[config.mk]
export PLATFORM = sky130hd
export DESIGN_NAME = cdb_arbiter
export DESIGN_NICKNAME = d
export VERILOG_FILES = /design/src/rtl/cdb_arbiter.sv
export SDC_FILE = /design/constraint.sdc
export NUM_CORES = 1
export LEC_CHECK = 0
export ABC_AREA = 1
export CORE_UTILIZATION = 35
export CTS_CLUSTER_DIAMETER = 30
export DETAILED_ROUTE_END_ITERATION = 8
export PLACE_DENSITY = 0.77
export SYNTH_ARGS = -nofsm -noshare
export SYNTH_HDL_FRONTEND = slang
export SYNTH_SLANG_ARGS = --single-unit
[constraint.sdc]
create_clock -name clk -period 4.85 [get_ports clk]
set_input_delay 0.97 -clock clk [delete_from_list [all_inputs] [get_ports clk]]
set_output_delay 0.97 -clock clk [all_outputs]
set_load 0.005 [all_outputs]
[src/rtl/cdb_arbiter.sv]
// cdb_arbiter
//   Arbitrates three functional units (0=ALU, 1=MUL, 2=LOAD) onto a single
//   common data bus. One requester is granted per cycle in round-robin order,
//   and the granted result is broadcast on the registered BC* outputs in the
//   following cycle.
//
// Ports
//   clk                  single clock, rising edge
//   RST                  synchronous active-high reset
//   req[2:0]             per-unit "result pending"
//   label0..2            result tag {station id + 1, slot}; 0 = no tag
//   data0..2             result value
//   gnt[2:0]             combinational one-hot grant (0 when idle or in RST)
//   BCEN                 registered broadcast enable
//   BClabel / BCdata     registered broadcast tag / value
//   tag_err              registered pulse: granted request carried label 0
//   bc_count[15:0]       registered count of broadcasts issued (wraps)
module cdb_arbiter #(
    parameter int DATA_W  = 32,
    parameter int LABEL_W = 4
) (
    input  logic               clk,
    input  logic               RST,
    input  logic [2:0]         req,
    input  logic [LABEL_W-1:0] label0,
    input  logic [LABEL_W-1:0] label1,
    input  logic [LABEL_W-1:0] label2,
    input  logic [DATA_W-1:0]  data0,
    input  logic [DATA_W-1:0]  data1,
    input  logic [DATA_W-1:0]  data2,
    output logic [2:0]         gnt,
    output logic               BCEN,
    output logic [LABEL_W-1:0] BClabel,
    output logic [DATA_W-1:0]  BCdata,
    output logic               tag_err,
    output logic [15:0]        bc_count
);

    logic [1:0]               rr_ptr_q, rr_ptr_d;
    logic                     bcen_q, bcen_d;
    logic [LABEL_W-1:0]       label_q, label_d;
    logic [DATA_W-1:0]        data_q, data_d;
    logic                     terr_q, terr_d;
    logic [15:0]              cnt_q, cnt_d;

    logic [2:0]               gnt_c;
    logic [1:0]               sel;
    logic                     found;
    logic [1:0]               ord [0:2];
    logic [2:0][LABEL_W-1:0]  lbl_arr;
    logic [2:0][DATA_W-1:0]   dat_arr;

    assign lbl_arr = {label2, label1, label0};
    assign dat_arr = {data2, data1, data0};

    // Search order rotated to start at the round-robin pointer. Pointer value
    // 3 never occurs; it falls back to the natural order.
    always_comb begin
        ord[0] = 2'd0;
        ord[1] = 2'd1;
        ord[2] = 2'd2;
        case (rr_ptr_q)
            2'd1: begin ord[0] = 2'd1; ord[1] = 2'd2; ord[2] = 2'd0; end
            2'd2: begin ord[0] = 2'd2; ord[1] = 2'd0; ord[2] = 2'd1; end
            default: ;
        endcase
    end

    // First requester in rotated order wins; reset suppresses every grant.
    always_comb begin
        gnt_c = '0;
        sel   = 2'd0;
        found = 1'b0;
        if (!RST) begin
            for (int k = 0; k < 3; k++) begin
                if (!found && req[ord[k]]) begin
                    gnt_c[ord[k]] = 1'b1;
                    sel           = ord[k];
                    found         = 1'b1;
                end
            end
        end
    end

    assign gnt = gnt_c;

    always_comb begin
        rr_ptr_d = rr_ptr_q;
        bcen_d   = 1'b0;
        label_d  = label_q;
        data_d   = data_q;
        terr_d   = 1'b0;
        cnt_d    = cnt_q;
        if (found) begin
            rr_ptr_d = (sel == 2'd2) ? 2'd0 : sel + 2'd1;
            if (lbl_arr[sel] != '0) begin
                bcen_d  = 1'b1;
                label_d = lbl_arr[sel];
                data_d  = dat_arr[sel];
                cnt_d   = cnt_q + 16'd1;
            end else begin
                // Untagged result is consumed but never broadcast.
                terr_d = 1'b1;
            end
        end
    end

    always_ff @(posedge clk) begin
        if (RST) begin
            rr_ptr_q <= 2'd0;
            bcen_q   <= 1'b0;
            label_q  <= '0;
            data_q   <= '0;
            terr_q   <= 1'b0;
            cnt_q    <= 16'd0;
        end else begin
            rr_ptr_q <= rr_ptr_d;
            bcen_q   <= bcen_d;
            label_q  <= label_d;
            data_q   <= data_d;
            terr_q   <= terr_d;
            cnt_q    <= cnt_d;
        end
    end

    assign BCEN     = bcen_q;
    assign BClabel  = label_q;
    assign BCdata   = data_q;
    assign tag_err  = terr_q;
    assign bc_count = cnt_q;

endmodule

==> impl_metrics.tcl <==
set metrics [dict create \
    drv_cap 0 \
    pin_count_of_the_biggest_net_entering_global_routing 66 \
    post-route-drc-count 0 \
    clk_transition_reported_paths_ns 0.10 \
    insertion_delay_ns 0.30 \
    end_kind "output port" \
    area.growth.synth_to_final_pct 49.87 \
    powerDensity_nw_per_um2 529.9 \
    antenna_found_initial 0 \
    tritoncts_clock_tree "built" \
    dpl.hpwl_um 8337 \
    slew_headroom_pct 55.16 \
    fillers 1026 \
    crit_path_launch "req[2]" \
    timing.critical_path.slowest_stage_cell "clkdlybuf4s50_1" \
    chipHeight_um 105.4 \
    min-delay-path-class "reg -> reg" \
    worst_hold_slack_ns 0.4876 \
    gp_congestion 0.8219 \
    post_synthesis_cells 596 \
    drt-initial-drc-count 207 \
    regToRegEndpoint "BCdata[17]$_SDFFE_PP0P_" \
    firstDrtPassIters 4 \
    initial_core_util_pct 36.10 \
    endpoint "gnt[1]" \
    cp_slowest_stage_delay_ns 0.56 \
    outcome "complete, no violations" \
    clock_skew_ns 0.008355 \
    synth_warnings 0 \
    report.final.slew_viol_count 0 \
    yosys.cell_types.count 28 \
    final_min_period_over_clock_period_pct 77.41 \
    ios 170 \
    dieWidth_um 105.4 \
    drtAntennaViolNets 0 \
    setup.worst_path.start_class "primary input" \
    post-synth-top-area-cell "dfxtp_1" \
    worst-r2r-setup-slack_ns 1.51 \
    unrepaired_setup_endpoints_after_global_routing "no" \
    hold_path_depth 2 \
    ys_seq_area_share_pct 29.95 \
    tightest_slew_ns 0.6726 \
    fin_tns_setup_ns 0 \
    ys_seq_elements 56 \
    p_total_mw 2.973 \
    cts_setup_buffers 0 \
    syn-cell-area_um2 3744 \
    detail_routed_net_length_per_standard_cell_um 12.50 \
    netlist_top_cells_area "dfxtp_1 30%, nand2_1 19%, nand3b_1 7.6%" \
    timing.critical_path.arrival_ns 2.78 \
    report.final.setup_viol 0 \
    worst_ep_required_time_ns 3.88 \
    clock_sinks 56 \
    fp.coreArea_um2 10370 \
    routed_via_density 4.869 \
    ir_drop_mv 0.3208 \
    synth.net_count 714 \
    port_buffers 169 \
    per_instance_average_area_after_synthesis_um2 6.281 \
    die-area_um2 11110 \
    final_nets 858 \
    r2r_cells 19 \
    placement_rows 37 \
    root_buf_cell "clkbuf_8" \
    cp_class "in -> out" \
    number_of_endpoints_with_negative_hold_slack_in_the_final_report 0 \
    grt_pass1_vias 4006 \
    total_congestion_overflow_after_global_routing 0 \
    grt_first_pass_wirelength_um 18060 \
    netlist.area_leader.share_pct 29.95 \
    grt_use_total_pct 19.65 \
    cts_hold_repair.buffers 0 \
    drive_above_1_share_pct 5.676 \
    drt-total-wl_um 10950 \
    clk_path_buf_depth 2 \
    fmax_mhz 266.3 \
    cts_resized 0 \
    reg2reg_from "rr_ptr_q[0]$_SDFFE_PP0P_" \
    insertedDiodeCount 0 \
    power.leakage_nw 2.459 \
    final.min_clock_period_ns 3.754 \
    worstPathMaxFanout 5 \
    numCtsBuffers 5 \
    route.vias.total 4265 \
    cts_h_tree_lvls 2 \
    crit_path_cell_chain "clkdlybuf4s50_1, nand2_1, o21ai_1, nand3_1, inv_1, nand2_1, a31oi_1, clkdlybuf4s50_1" \
]
## worst min-delay path by stage
stage,start,endpoint
after floorplan,rr_ptr_q[1]$_SDFFE_PP0P_,rr_ptr_q[1]$_SDFFE_PP0P_
after detailed placement,BCdata[2]$_SDFFE_PP0P_,BCdata[2]$_SDFFE_PP0P_
after global placement,BCdata[28]$_SDFFE_PP0P_,BCdata[28]$_SDFFE_PP0P_
after CTS,BCdata[28]$_SDFFE_PP0P_,BCdata[28]$_SDFFE_PP0P_
final,BCdata[28]$_SDFFE_PP0P_,BCdata[28]$_SDFFE_PP0P_
after global routing,BCdata[28]$_SDFFE_PP0P_,BCdata[28]$_SDFFE_PP0P_
## stage by stage
step	cells	area (µm²)	util [%]	worst slack, ns
finish	876	5610	54.10	1.096
global route	876	5610	54.10	0.8251
CTS	876	5610	54.10	1.088
detailed placement	869	5482	52.86	0.8835
global placement	869	5482	52.86	0.9925
floorplan	596	3744	-	2.294
## synthesized netlist by cell type, drive strengths merged
master   instances
nand2          192
nor2            63
inv             61
dfxtp           56
a21oi           51
nand3           39
nand3b          38
o211ai          32
buf             20
clkbuf          19
o21ai            6
ha               5
nand4            4
nor3             3
nor3b            2
nor4             2
a2111oi          1
a31oi            1
xor2             1
## sequential cells by signal, summed over array words and instances, names as in the netlist
name / cells
BCdata: 32
bc_count: 16
BClabel: 4
rr_ptr_q: 2
BCEN: 1
tag_err: 1
## cells in the final DEF, fill, tap and decap left out, drive strengths merged
cell / netlist / layout
a2111oi: 1 / 1
a21oi: 51 / 51
a31oi: 1 / 1
buf: 20 / 7
bufinv: 0 / 2
clkbuf: 19 / 5
clkdlybuf4s50: 0 / 169
dfxtp: 56 / 56
ha: 5 / 5
inv: 61 / 61
nand2: 192 / 192
nand3: 39 / 39
nand3b: 38 / 38
nand4: 4 / 4
nor2: 63 / 63
nor3: 3 / 3
nor3b: 2 / 2
nor4: 2 / 2
o211ai: 32 / 32
o21ai: 6 / 6
xor2: 1 / 1
## layer usage
metal | vias to the layer above | track usage (%) | part of all wire, %
met3 | 15 | 3.834 | 6.4
met2 | 147 | 36.94 | 51
li1 | 2204 | - | -
met1 | 1899 | 22.38 | 41
met4 | 0 | 5.332 | 1.5
met5 | - | 0 | 0
## cell families (layout without fill, tap and decap cells)
group	after synthesis	after routing	share of synthesized area, %
and+or+nand+nor	343	343	41.54
buffers and inverters	100	244	11.16
AOI/OAI and AO/OA	91	91	15.44
DFF	56	56	29.95
adders and majority gates	5	5	1.671
xor gates and xnor gates	1	1	0.2340
## where the power goes
| part | internal, mW | total [mW] | switching, mW |
|---|---|---|---|
| clock network | 0.203 | 0.351 | 0.148 |
| logic | 0.884 | 1.87 | 0.991 |
| registers | 0.634 | 0.747 | 0.114 |
## critical path: cells and delay by family
kind	cells	cell delay, ns
AO/OA/AOI/OAI	2	0.36
buffers and inverters	3	1.18
AND/OR/NAND/NOR	3	0.27
## layout make-up
type | count | area, µm² | share of cell area (%)
inverters | 61 | 229.0 | 4.081
repair buffers | 176 | 1757 | 31.31
clock inverters | 2 | 60.06 | 1.070
flip-flops and latches | 56 | 1121 | 19.98
well taps | 136 | 170.2 | 3.033
clock buffers | 5 | 68.82 | 1.227
multi-input cells | 440 | 2205 | 39.30
Note: power is estimated with default switching activity, not from simulation.
